$ cat src/rtl/add_share_arb.sv
// add_share_arb: round-robin time-sharing of one external combinational
// 16-bit add/sub unit between two valid/ready requesters, each with its own
// registered response channel.
module add_share_arb #(
   parameter bit SAT = 1'b0
) (
   input  logic          clk,
   input  logic          rst,
   input  logic          req0_valid,
   output logic          req0_ready,
   input  logic [15:0]   req0_a,
   input  logic [15:0]   req0_b,
   input  logic          req0_sub,
   input  logic          req1_valid,
   output logic          req1_ready,
   input  logic [15:0]   req1_a,
   input  logic [15:0]   req1_b,
   input  logic          req1_sub,
   output logic          rsp0_valid,
   input  logic          rsp0_ready,
   output logic [15:0]   rsp0_sum,
   output logic          rsp0_cout,
   output logic          rsp0_ovfl,
   output logic          rsp1_valid,
   input  logic          rsp1_ready,
   output logic [15:0]   rsp1_sum,
   output logic          rsp1_cout,
   output logic          rsp1_ovfl,
   output logic [15:0]   add_a,
   output logic [15:0]   add_b,
   output logic          add_sub,
   input  logic [15:0]   add_sum,
   input  logic          add_cout,
   input  logic          add_ovfl
);

   localparam int unsigned W = 16;

   typedef enum logic [1:0] {
      S_IDLE  = 2'd0,
      S_ISSUE = 2'd1,
      S_RESP  = 2'd2
   } state_t;

   state_t         st0, st0_nxt;
   state_t         st1, st1_nxt;
   logic           last, last_nxt;
   logic           owner;
   logic           elig0, elig1;
   logic           grant0, grant1;
   logic           cap0, cap1;
   logic [W-1:0]   sum_fix;

   // Arbitration, per-requester next state and result capture strobes
   always_comb begin
      elig0    = 1'b0;
      elig1    = 1'b0;
      grant0   = 1'b0;
      grant1   = 1'b0;
      st0_nxt  = st0;
      st1_nxt  = st1;
      last_nxt = last;
      cap0     = 1'b0;
      cap1     = 1'b0;

      elig0  = (st0 == S_IDLE) && req0_valid;
      elig1  = (st1 == S_IDLE) && req1_valid;
      // on a tie the requester not accepted last wins
      grant0 = elig0 && (!elig1 || last);
      grant1 = elig1 && (!elig0 || !last);

      if (grant0)      last_nxt = 1'b0;
      else if (grant1) last_nxt = 1'b1;

      case (st0)
         S_IDLE:  if (grant0) st0_nxt = S_ISSUE;
         S_ISSUE: st0_nxt = S_RESP;
         S_RESP:  if (rsp0_ready) st0_nxt = S_IDLE;
         default: st0_nxt = S_IDLE;
      endcase

      case (st1)
         S_IDLE:  if (grant1) st1_nxt = S_ISSUE;
         S_ISSUE: st1_nxt = S_RESP;
         S_RESP:  if (rsp1_ready) st1_nxt = S_IDLE;
         default: st1_nxt = S_IDLE;
      endcase

      cap0 = (st0 == S_ISSUE) && (owner == 1'b0);
      cap1 = (st1 == S_ISSUE) && (owner == 1'b1);
   end

   // Ready is suppressed while reset is held so nothing is accepted then
   assign req0_ready = grant0 && !rst;
   assign req1_ready = grant1 && !rst;

   // Optional saturation of a signed-overflowed sum toward the sign of A
   always_comb begin
      sum_fix = add_sum;
      if (SAT && add_ovfl) sum_fix = add_a[W-1] ? W'(16'h8000) : W'(16'h7FFF);
   end

   // State machines and round-robin pointer
   always_ff @(posedge clk or posedge rst) begin
      if (rst) begin
         st0  <= S_IDLE;
         st1  <= S_IDLE;
         last <= 1'b1;
      end else begin
         st0  <= st0_nxt;
         st1  <= st1_nxt;
         last <= last_nxt;
      end
   end

   // Issue register: winner's operands feed the shared adder for one cycle
   always_ff @(posedge clk or posedge rst) begin
      if (rst) begin
         add_a   <= '0;
         add_b   <= '0;
         add_sub <= 1'b0;
         owner   <= 1'b0;
      end else if (grant0) begin
         add_a   <= req0_a;
         add_b   <= req0_b;
         add_sub <= req0_sub;
         owner   <= 1'b0;
      end else if (grant1) begin
         add_a   <= req1_a;
         add_b   <= req1_b;
         add_sub <= req1_sub;
         owner   <= 1'b1;
      end
   end

   // Response channel 0: capture at the end of ISSUE, hold until consumed
   always_ff @(posedge clk or posedge rst) begin
      if (rst) begin
         rsp0_valid <= 1'b0;
         rsp0_sum   <= '0;
         rsp0_cout  <= 1'b0;
         rsp0_ovfl  <= 1'b0;
      end else begin
         rsp0_valid <= (st0_nxt == S_RESP);
         if (cap0) begin
            rsp0_sum  <= sum_fix;
            rsp0_cout <= add_cout;
            rsp0_ovfl <= add_ovfl;
         end
      end
   end

   // Response channel 1: capture at the end of ISSUE, hold until consumed
   always_ff @(posedge clk or posedge rst) begin
      if (rst) begin
         rsp1_valid <= 1'b0;
         rsp1_sum   <= '0;
         rsp1_cout  <= 1'b0;
         rsp1_ovfl  <= 1'b0;
      end else begin
         rsp1_valid <= (st1_nxt == S_RESP);
         if (cap1) begin
            rsp1_sum  <= sum_fix;
            rsp1_cout <= add_cout;
            rsp1_ovfl <= add_ovfl;
         end
      end
   end

endmodule

$ cat config.mk
export PLATFORM = sky130hd
export DESIGN_NAME = add_share_arb
export DESIGN_NICKNAME = d
export VERILOG_FILES = /design/src/rtl/add_share_arb.sv
export SDC_FILE = /design/constraint.sdc
export NUM_CORES = 1
export LEC_CHECK = 0
export CORE_ASPECT_RATIO = 0.9
export CORE_MARGIN = 2
export CORE_UTILIZATION = 35
export DETAILED_ROUTE_END_ITERATION = 7
export PLACE_DENSITY = 0.75
export RECOVER_POWER = 100
export SLEW_MARGIN = 20
export SYNTH_ARGS = -nofsm -noshare
export SYNTH_HDL_FRONTEND = slang
export SYNTH_SLANG_ARGS = --single-unit
$ cat constraint.sdc
create_clock -name clk -period 2.5 [get_ports clk]
set_clock_uncertainty 0.1 [all_clocks]
set_input_delay 0.375 -clock clk [delete_from_list [all_inputs] [get_ports clk]]
set_output_delay 0.375 -clock clk [all_outputs]
set_load 0.02 [all_outputs]
Word-level counts from Yosys, hierarchy flattened
Cells that the tools add are included.

Register bits: 77. Input bits: 90.

Eq/ne operators: 6. Multiplexer cells: 14. Bitwise gates (word level): 1. Reductions and logical operators: 17.

Operators by type and width (number): two-way mux 16 bit (4); case mux 2 bit (3 select lines) (2); equality test 2 bit, second input constant (4); logical AND 1 bit (8); two-way mux 2 bit (4); equality test 2 x 1 -> 1 bit, second input constant (2); logical NOT 1 bit (4); logical NOT 2 bit (2); two-way mux 1 bit (4); logical OR 1 bit (2); nonzero test 2 bit (1); NOT 1 bit (1).

Depth between registers and ports, before layout
Gate-level depths: netlist of the first run.

Depth in word-level cells: 8. Mapped depth: 5. Gate-level depth less buffers: 3.

Worst setup path after synthesis of the first run
OpenSTA, ideal clock, no wires.

Path kind: register to output. From: register st1[1]. To: output req1_ready. Arrival: 1.588 ns. Slack: 0.437 ns. Cell stages (with the launch flop): 6. Buffers on the path: 2. Path through: dfrtp_1 > or3b_1 > or2_1 > buf_6 > buf_6 > nor2_1.

Longest elaborated chain between the ends: 4.

RTL lines: start: declaration (line 46) `state_t st1, st1_nxt;`; start signal: assignment (line 111) `st1 <= st1_nxt;`; logical NOT 2 bit (line 67) `elig1 = (st1 == S_IDLE) && req1_valid;`; logical AND 1 bit (line 67); logical AND 1 bit (line 70) `grant1 = elig1 && (!elig0 || !last);`; logical AND 1 bit (line 95) `assign req1_ready = grant1 && !rst;`; end: declaration (line 15) `output logic req1_ready,`.

No other way between the ends.

Worst setup path in the final report of the first run
From: input req1_valid. To: output req1_ready.

Longest elaborated chain between the ends: 3.

RTL lines: start: declaration (line 14) `input logic req1_valid,`; logical AND 1 bit (line 67); logical AND 1 bit (line 70); logical AND 1 bit (line 95).

No other way between the ends.

==> reports/metrics.sh, run 1 <==
GRT.OVERFLOW.TOTAL=0
SETUP.WORST_PATH.CLASS='input pin to output pin'
SYNTHESIS.YOSYS.WARNINGS=0
NETS=479
MAXSLEWHEADROOM_PCT=23.5
FIRST_GLOBAL_VIAS=2712
SYNTH.AREA.TOP_CELLS='sky130_fd_sc_hd__dfrtp_1 60%, sky130_fd_sc_hd__mux2_2 14%, sky130_fd_sc_hd__o221a_1 10%'
TOTALNEGATIVESETUPSLACK_NS=0
NUMBER_OF_STORAGE_ELEMENTS_IN_THE_SYNTHESIS_NETLIST=77
GRT.TOTAL_USAGE_PCT=18.5
GRT_PASS1_WL_MM=14.3
GRT_START_MAX_NET_PINS=38
FP.DIEAREA_SQ_UM=9800
DRIVE_ABOVE_1_SHARE_PCT=18.3
DRT.ANTENNA.VIOLATING_NETS=0
FINALWORSTPATHREQUIREDPERIOD_NS=2.36
SETUP_VIOLATION_TOTAL_IN_THE_FINAL_TIMING_REPORT=0
CELLS_TRAVERSED_ALONG_THE_WORST_TIMING_PATH='clkdlybuf4s50_1, or3b_1, or2_0, nor2_1, dlygate4sd2_1'
POWER_DENSITY_nW_PER_UM2=1240
TIGHTESTPINTRANSITION_NS=1.14
CORE_OCCUPANCY_IN_THE_FINISHED_LAYOUT_PCT=58.8
UNREPAIRED_SETUP_ENDPOINTS_AFTER_GLOBAL_ROUTING='no'
CTS_MAX_PATH_BUFFERS=2
PLACE.PORT_BUFFERS=162
LAYOUT_COMMON_CELLS='88 x sky130_fd_sc_hd__clkdlybuf4s50_1, 76 x sky130_fd_sc_hd__dfrtp_1, 72 x sky130_fd_sc_hd__dlygate4sd3_1'
LAYOUT.CELLS.MOST_COMMON='sky130_fd_sc_hd__clkdlybuf4s50_1'
FIRST_PASS_ITERS=4
HTREEDEPTH=3
START_UTIL_PCT=36.4
TIMING.CRITICAL_PATH.FROM_TYPE='input pin'
FINAL.PERIOD_UTILIZATION_PCT=94.3
SYNTHESIS.NETS=309
SYNTH.AVG_CELL_AREA_SQ_UM=14.4
FLOORPLAN.DIE.HEIGHT_UM=94.1
CRIT_PATH_MAX_INCR_DELAY_NS=0.48
INITIAL_ANTENNA_VIOLATION_COUNT=0
YOSYS.AREA.TOP_TYPE='sky130_fd_sc_hd__dfrtp_1'
CTS_ROOT_BUFFER='sky130_fd_sc_hd__clkbuf_8'
NUMCTSBUFFERS=9
AREA_DELTA_SYNTH_FINAL_PCT=61.6
FINISH.CELL_COUNT_WITHOUT_FILLERS=513
DIE_WIDTH_UM=104
ROUTEDWLPERCELL_UM=17.3
ARRIVAL_TIME_WORST_ENDPOINT_NS=1.88
WORST_HOLD_PATH_TYPE='flip-flop to flip-flop'
NUM_IO_PINS=163
CPMAXSTAGEDELAYCELL='sky130_fd_sc_hd__clkdlybuf4s50_1'
POSTCTSSETUPREPAIRBUFS=0
PLACE.DETAILED.INSTANCES=497
TRITONCTS='done'
FINAL-HOLD-VIOLATION-COUNT=0
DETAIL_ROUTE.WIRELENGTH_MM=8.89
CLKSLEWWORSTSETUPHOLDPATHS_NS=0.08
FMAXACHIEVABLE_MHz=424
DR.FIRST_ITER.DRC_COUNT=82
REMAINING_DRC_ERRORS=0
INSERTION_DELAY_NS=0.34
DPL.HPWL_MM=6.36
CORE.ROWCOUNT=32
PLACE.GP.CONGESTION=0.768
SETUP.WORST_PATH.END_CLASS='output pin'
POWER.LEAKAGE_uW=0.00202
SYNTH.LIB_CELLS_USED.DISTINCT=22
SYNTHCELLS=219
POST_SYNTH_INSTANCE_AREA_SQ_UM=3160
HOLD_BUFFERS=0
AREA_SHARE_OF_THE_LARGEST_CELL_TYPE_AFTER_SYNTHESIS_PCT=60.2
CLKSINKCOUNT=77
VIA_TO_CELL_RATIO=5.05
STATUS='finished, final reports clean'
MAX_CAP_VIOL_COUNT=0
FINAL-MAX-SLEW-VIOLATION-COUNT=0
ANTENNADIODECOUNT=0
TIMING.CRITICAL_PATH.FANOUT_MAX=2
VIAS=2593
PEAKVDDDROP_mV=0.841
DESIGN.CORE.AREA_SQ_UM=8690
CTS.REPAIR.RESIZED=2
CRIT_REQUIRED_NS=2.03
SEQ_AREA_FRAC_SYNTH_PCT=61.0
## cell usage after synthesis
| cell type | instances |
|---|---|
| sky130_fd_sc_hd__a21oi_1 | 1 |
| sky130_fd_sc_hd__nor2_1 | 4 |
| sky130_fd_sc_hd__or2_1 | 1 |
| sky130_fd_sc_hd__nand2_1 | 5 |
| sky130_fd_sc_hd__dfrtp_1 | 76 |
| sky130_fd_sc_hd__o221a_2 | 5 |
| sky130_fd_sc_hd__nor2_2 | 1 |
| sky130_fd_sc_hd__inv_1 | 2 |
| sky130_fd_sc_hd__buf_2 | 6 |
| sky130_fd_sc_hd__buf_6 | 4 |
| sky130_fd_sc_hd__nor4bb_1 | 1 |
| sky130_fd_sc_hd__nand3b_1 | 1 |
| sky130_fd_sc_hd__a21o_1 | 1 |
| sky130_fd_sc_hd__mux2_2 | 38 |
| sky130_fd_sc_hd__o221a_1 | 28 |
| sky130_fd_sc_hd__nand2b_1 | 1 |
| sky130_fd_sc_hd__dfstp_2 | 1 |
| sky130_fd_sc_hd__or3b_1 | 2 |
| sky130_fd_sc_hd__nor4b_2 | 1 |
| sky130_fd_sc_hd__nor3_1 | 1 |
| sky130_fd_sc_hd__clkbuf_1 | 6 |
| sky130_fd_sc_hd__or3_1 | 33 |
## area by class of cell
class | instances | area [sq um]
Clock inverter | 5 | 58.8
Multi-Input combinational cell | 124 | 1120
Sequential cell | 77 | 1930
Fill cell | 747 | 3580
Tap cell | 119 | 149
Timing Repair Buffer | 175 | 1690
Clock buffer | 11 | 151
Inverter | 2 | 8.76
## layer usage
layer  GRT usage, %  up-vias  wire, um
met1           23.1     1304      3790
met5              0        -         0
met4           3.94        0        95
met2           31.8      106      4460
met3           5.96        8       550
li1               -     1175         -
## where the power goes
part / total (uW) / internal, uW / switching [uW]
logic: 3180 / 1580 / 1600
registers: 2180 / 1870 / 313
clock network: 972 / 516 / 456
total: 6330 / 3960 / 2370
## registers in the layout (all words and copies together), names as in the netlist, 2 cells and up
register  cells
st0           2
rsp1_sum     16
add_a        16
add_b        16
rsp0_sum     16
st1           2
## per-stage QoR
stage                     hold WS (ns)  area (sq um)  power, uW  worst slack (ns)
after floorplan                  0.394          3160       4040            0.0600
after global placement           0.386          4950       5630            -0.135
after detailed placement         0.393          4950       5710            -0.126
after CTS                        0.314          5160       6710             0.137
after global routing             0.424          5110       6700            0.0660
final                            0.402          5110       6330             0.142
## critical path: cells and delay by family
kind	cells	cell delay [ns]
AND/OR/NAND/NOR	3	0.70
buffers and inverters	2	0.82
## cells by family (layout without fill, tap and decap cells)
group                  count (synthesis)  after routing  share of synthesized area, %
AOI/OAI and AO/OA                     35             35                          12.2
buffers and inverters                 18            193                          3.33
DFF                                   77             77                          61.0
muxes                                 38             38                          13.5
and+or+nand+nor                       51             51                          9.94
## worst paths after layout
path / cells past startpoint / slack [ns] / from / to
max: 5 / 0.14 / req1_valid / req1_ready
min: 1 / 0.40 / rsp0_sum[9]$_DFFE_PP0P_ / rsp0_sum[9]$_DFFE_PP0P_
max reg2reg: 5 / 0.23 / st0[1]$_DFF_PP0_ / add_b[10]$_DFFE_PP0P_
min reg2reg: 1 / 0.40 / rsp0_sum[9]$_DFFE_PP0P_ / rsp0_sum[9]$_DFFE_PP0P_
max in group asynchronous: 3 / 0.44 / rst / rsp0_cout$_DFFE_PP0P_
min in group asynchronous: 2 / 0.65 / rst / owner$_DFFE_PP0P_
(Power assumes the default switching activity.)
==> run 2, diff against run 1 <==
--- a/config.mk
+++ b/config.mk
@@ -7,9 +7,9 @@
 export LEC_CHECK = 0
 export CORE_ASPECT_RATIO = 0.9
 export CORE_MARGIN = 2
-export CORE_UTILIZATION = 35
+export CORE_UTILIZATION = 36
 export DETAILED_ROUTE_END_ITERATION = 7
-export PLACE_DENSITY = 0.75
+export PLACE_DENSITY = 0.77
 export RECOVER_POWER = 100
 export SLEW_MARGIN = 20
 export SYNTH_ARGS = -nofsm -noshare
==> run 2 against run 1 <==
Effect of this change: total power is 1.2% higher; via count rose by 0.35%; critical endpoint unchanged; first-iteration DRC count increased by 20%; die area shrank 2.7%.
==> reports/metrics.sh, run 2 (synthesis gave the netlist of run 1 again) <==
STATUS='finished, final reports clean'
DRIVE_ABOVE_1_SHARE_PCT=17.3
FINISH.CELL_COUNT_WITHOUT_FILLERS=513
HTREEDEPTH=3
DIE_WIDTH_UM=103
CLKSLEWWORSTSETUPHOLDPATHS_NS=0.07
NUM_IO_PINS=163
CRIT_REQUIRED_NS=2.03
HOLD_DEPTH=1
FP.DIEAREA_SQ_UM=9540
POSTCTSSETUPREPAIRBUFS=0
PLACE.DETAILED.INSTANCES=497
DR.FIRST_ITER.DRC_COUNT=98
R2R-START='last$_DFFE_PP1P_'
INSERTION_DELAY_NS=0.35
REG2REG_TO='add_a[3]$_DFFE_PP0P_'
TIMING.REG2REG.WORST_PATH_DEPTH=4
POST-PLACE-WS_NS=-0.127
RRSETUPSLACK_NS=0.29
FINALWORSTPATHREQUIREDPERIOD_NS=2.36
TRITONCTS='done'
AREA_DELTA_SYNTH_FINAL_PCT=62.2
FINAL-MAX-SLEW-VIOLATION-COUNT=0
DRT.ANTENNA.VIOLATING_NETS=0
SETUP.WORST_PATH.CLASS='input pin to output pin'
SEQUENTIAL_CELL_AREA_SQ_UM=1930
NUMCTSBUFFERS=9
SETUP.WORST_PATH.END_CLASS='output pin'
FIRST_GLOBAL_VIAS=2725
POWER_DENSITY_nW_PER_UM2=1250
CTS_MAX_PATH_BUFFERS=2
POWER.LEAKAGE_uW=0.00203
FINAL.PERIOD_UTILIZATION_PCT=94.5
MAX_CAP_VIOL_COUNT=0
CLKSINKCOUNT=77
DESIGN.CORE.AREA_SQ_UM=8570
LAYOUT.CELLS.MOST_COMMON='sky130_fd_sc_hd__clkdlybuf4s50_1'
DPL.HPWL_MM=6.34
PLACED_AREA_SQ_UM=4960
GRT.TOTAL_USAGE_PCT=18.9
GRT.OVERFLOW.TOTAL=0
PLACE.GP.CONGESTION=0.796
LAYOUT_SETUP_WS_NS=0.138
FLOORPLAN.DIE.HEIGHT_UM=92.9
CORE.ROWCOUNT=32
FIN_WORST_HOLD_SLACK_NS=0.402
MULTIINPUTGATEAREA_SQ_UM=1120
VIAS=2602
UNREPAIRED_SETUP_ENDPOINTS_AFTER_GLOBAL_ROUTING='no'
PEAKVDDDROP_mV=0.751
FIRST_PASS_ITERS=4
TIMING.HOLD.WORST_ENDPOINT='rsp1_sum[3]$_DFFE_PP0P_'
ARRIVAL_TIME_WORST_ENDPOINT_NS=1.89
REMAINING_DRC_ERRORS=0
FINISH.INSTANCE_AREA_SQ_UM=5120
DESIGN_POWER_TOTAL_uW=6410
ANTENNADIODECOUNT=0
FINAL-HOLD-VIOLATION-COUNT=0
MAXSLEWHEADROOM_PCT=27.6
LAYOUT_COMMON_CELLS='88 x sky130_fd_sc_hd__clkdlybuf4s50_1, 76 x sky130_fd_sc_hd__dfrtp_1, 72 x sky130_fd_sc_hd__dlygate4sd3_1'
GRT_START_MAX_NET_PINS=38
HP_START='rsp1_sum[3]$_DFFE_PP0P_'
DETAIL_ROUTE.WIRELENGTH_MM=8.95
CTS_ROOT_BUFFER='sky130_fd_sc_hd__clkbuf_8'
PLACE.PORT_BUFFERS=162
ROUTEDWLPERCELL_UM=17.4
START_UTIL_PCT=36.9
FMAXACHIEVABLE_MHz=423
VIA_TO_CELL_RATIO=5.07
TIGHTESTPINTRANSITION_NS=1.09
GRT_PASS1_WL_MM=13.8
TIMING.CRITICAL_PATH.FROM_TYPE='input pin'
TIMING.CRITICAL_PATH.FANOUT_MAX=2
FINAL.FILL_COUNT=731
INITIAL_ANTENNA_VIOLATION_COUNT=0
NETS=479
SETUP_VIOLATION_TOTAL_IN_THE_FINAL_TIMING_REPORT=0
WORST_HOLD_PATH_TYPE='flip-flop to flip-flop'
## run 2: changes by cell type in the layout (fill, tap and decap cells not counted), sizes merged
cell    previous run  this run
buf                3         5
clkinv             2         0
bufinv             1         2
inv                1         2
clkbuf            21        19
## run 2: per-stage QoR
stage / TNS [ns] / utilization, %
after global placement: -0.122 / 57.9
after CTS: 0 / 60.4
after global routing: 0 / 59.8
after floorplan: 0 / -
final: 0 / 59.8
after detailed placement: -0.186 / 57.9
## run 2: per-layer routing
metal	up-vias	global-route usage [%]	routed length, um
li1	1175	-	-
met1	1310	23.8	3830
met2	102	30.6	4320
met3	15	6.72	613
met4	0	5.37	178
met5	-	0	0
## run 2: how the worst max path moves through the flow
stage / startpoint / to / cells past startpoint
CTS: req1_valid / req1_ready / 5
floorplan: rst / add_a[0]$_DFFE_PP0P_ / 1
detailed placement: req1_valid / req1_ready / 5
global placement: req1_valid / req1_ready / 5
finish: req1_valid / req1_ready / 5
global route: req1_valid / req1_ready / 5
## run 2: worst max-delay path, cell delays in order
cell                              delay (ns)
sky130_fd_sc_hd__clkdlybuf4s50_1        0.47
sky130_fd_sc_hd__or3b_1                 0.36
sky130_fd_sc_hd__or2_0                  0.26
sky130_fd_sc_hd__nor2_1                 0.09
sky130_fd_sc_hd__dlygate4sd2_1          0.34
## run 2: final cells by class
class / instances / area share (%)
multi-input cells: 124 / 21.8
flip-flops and latches: 77 / 37.6
clock inverters: 5 / 1.64
repair buffers: 175 / 33.3
well taps: 119 / 2.91
inverters: 2 / 0.171
clock buffers: 11 / 2.56
## run 2: power by group
| part | switching, uW | internal, uW |
|---|---|---|
| Sequential | 311 | 1870 |
| Combinational | 1600 | 1600 |
| Clock | 468 | 567 |
## run 2: repair_timing
action | in CTS | in global routing
resized for setup | 2 | 0
setup endpoints to repair | 2 | 0
hold buffers | 0 | 0
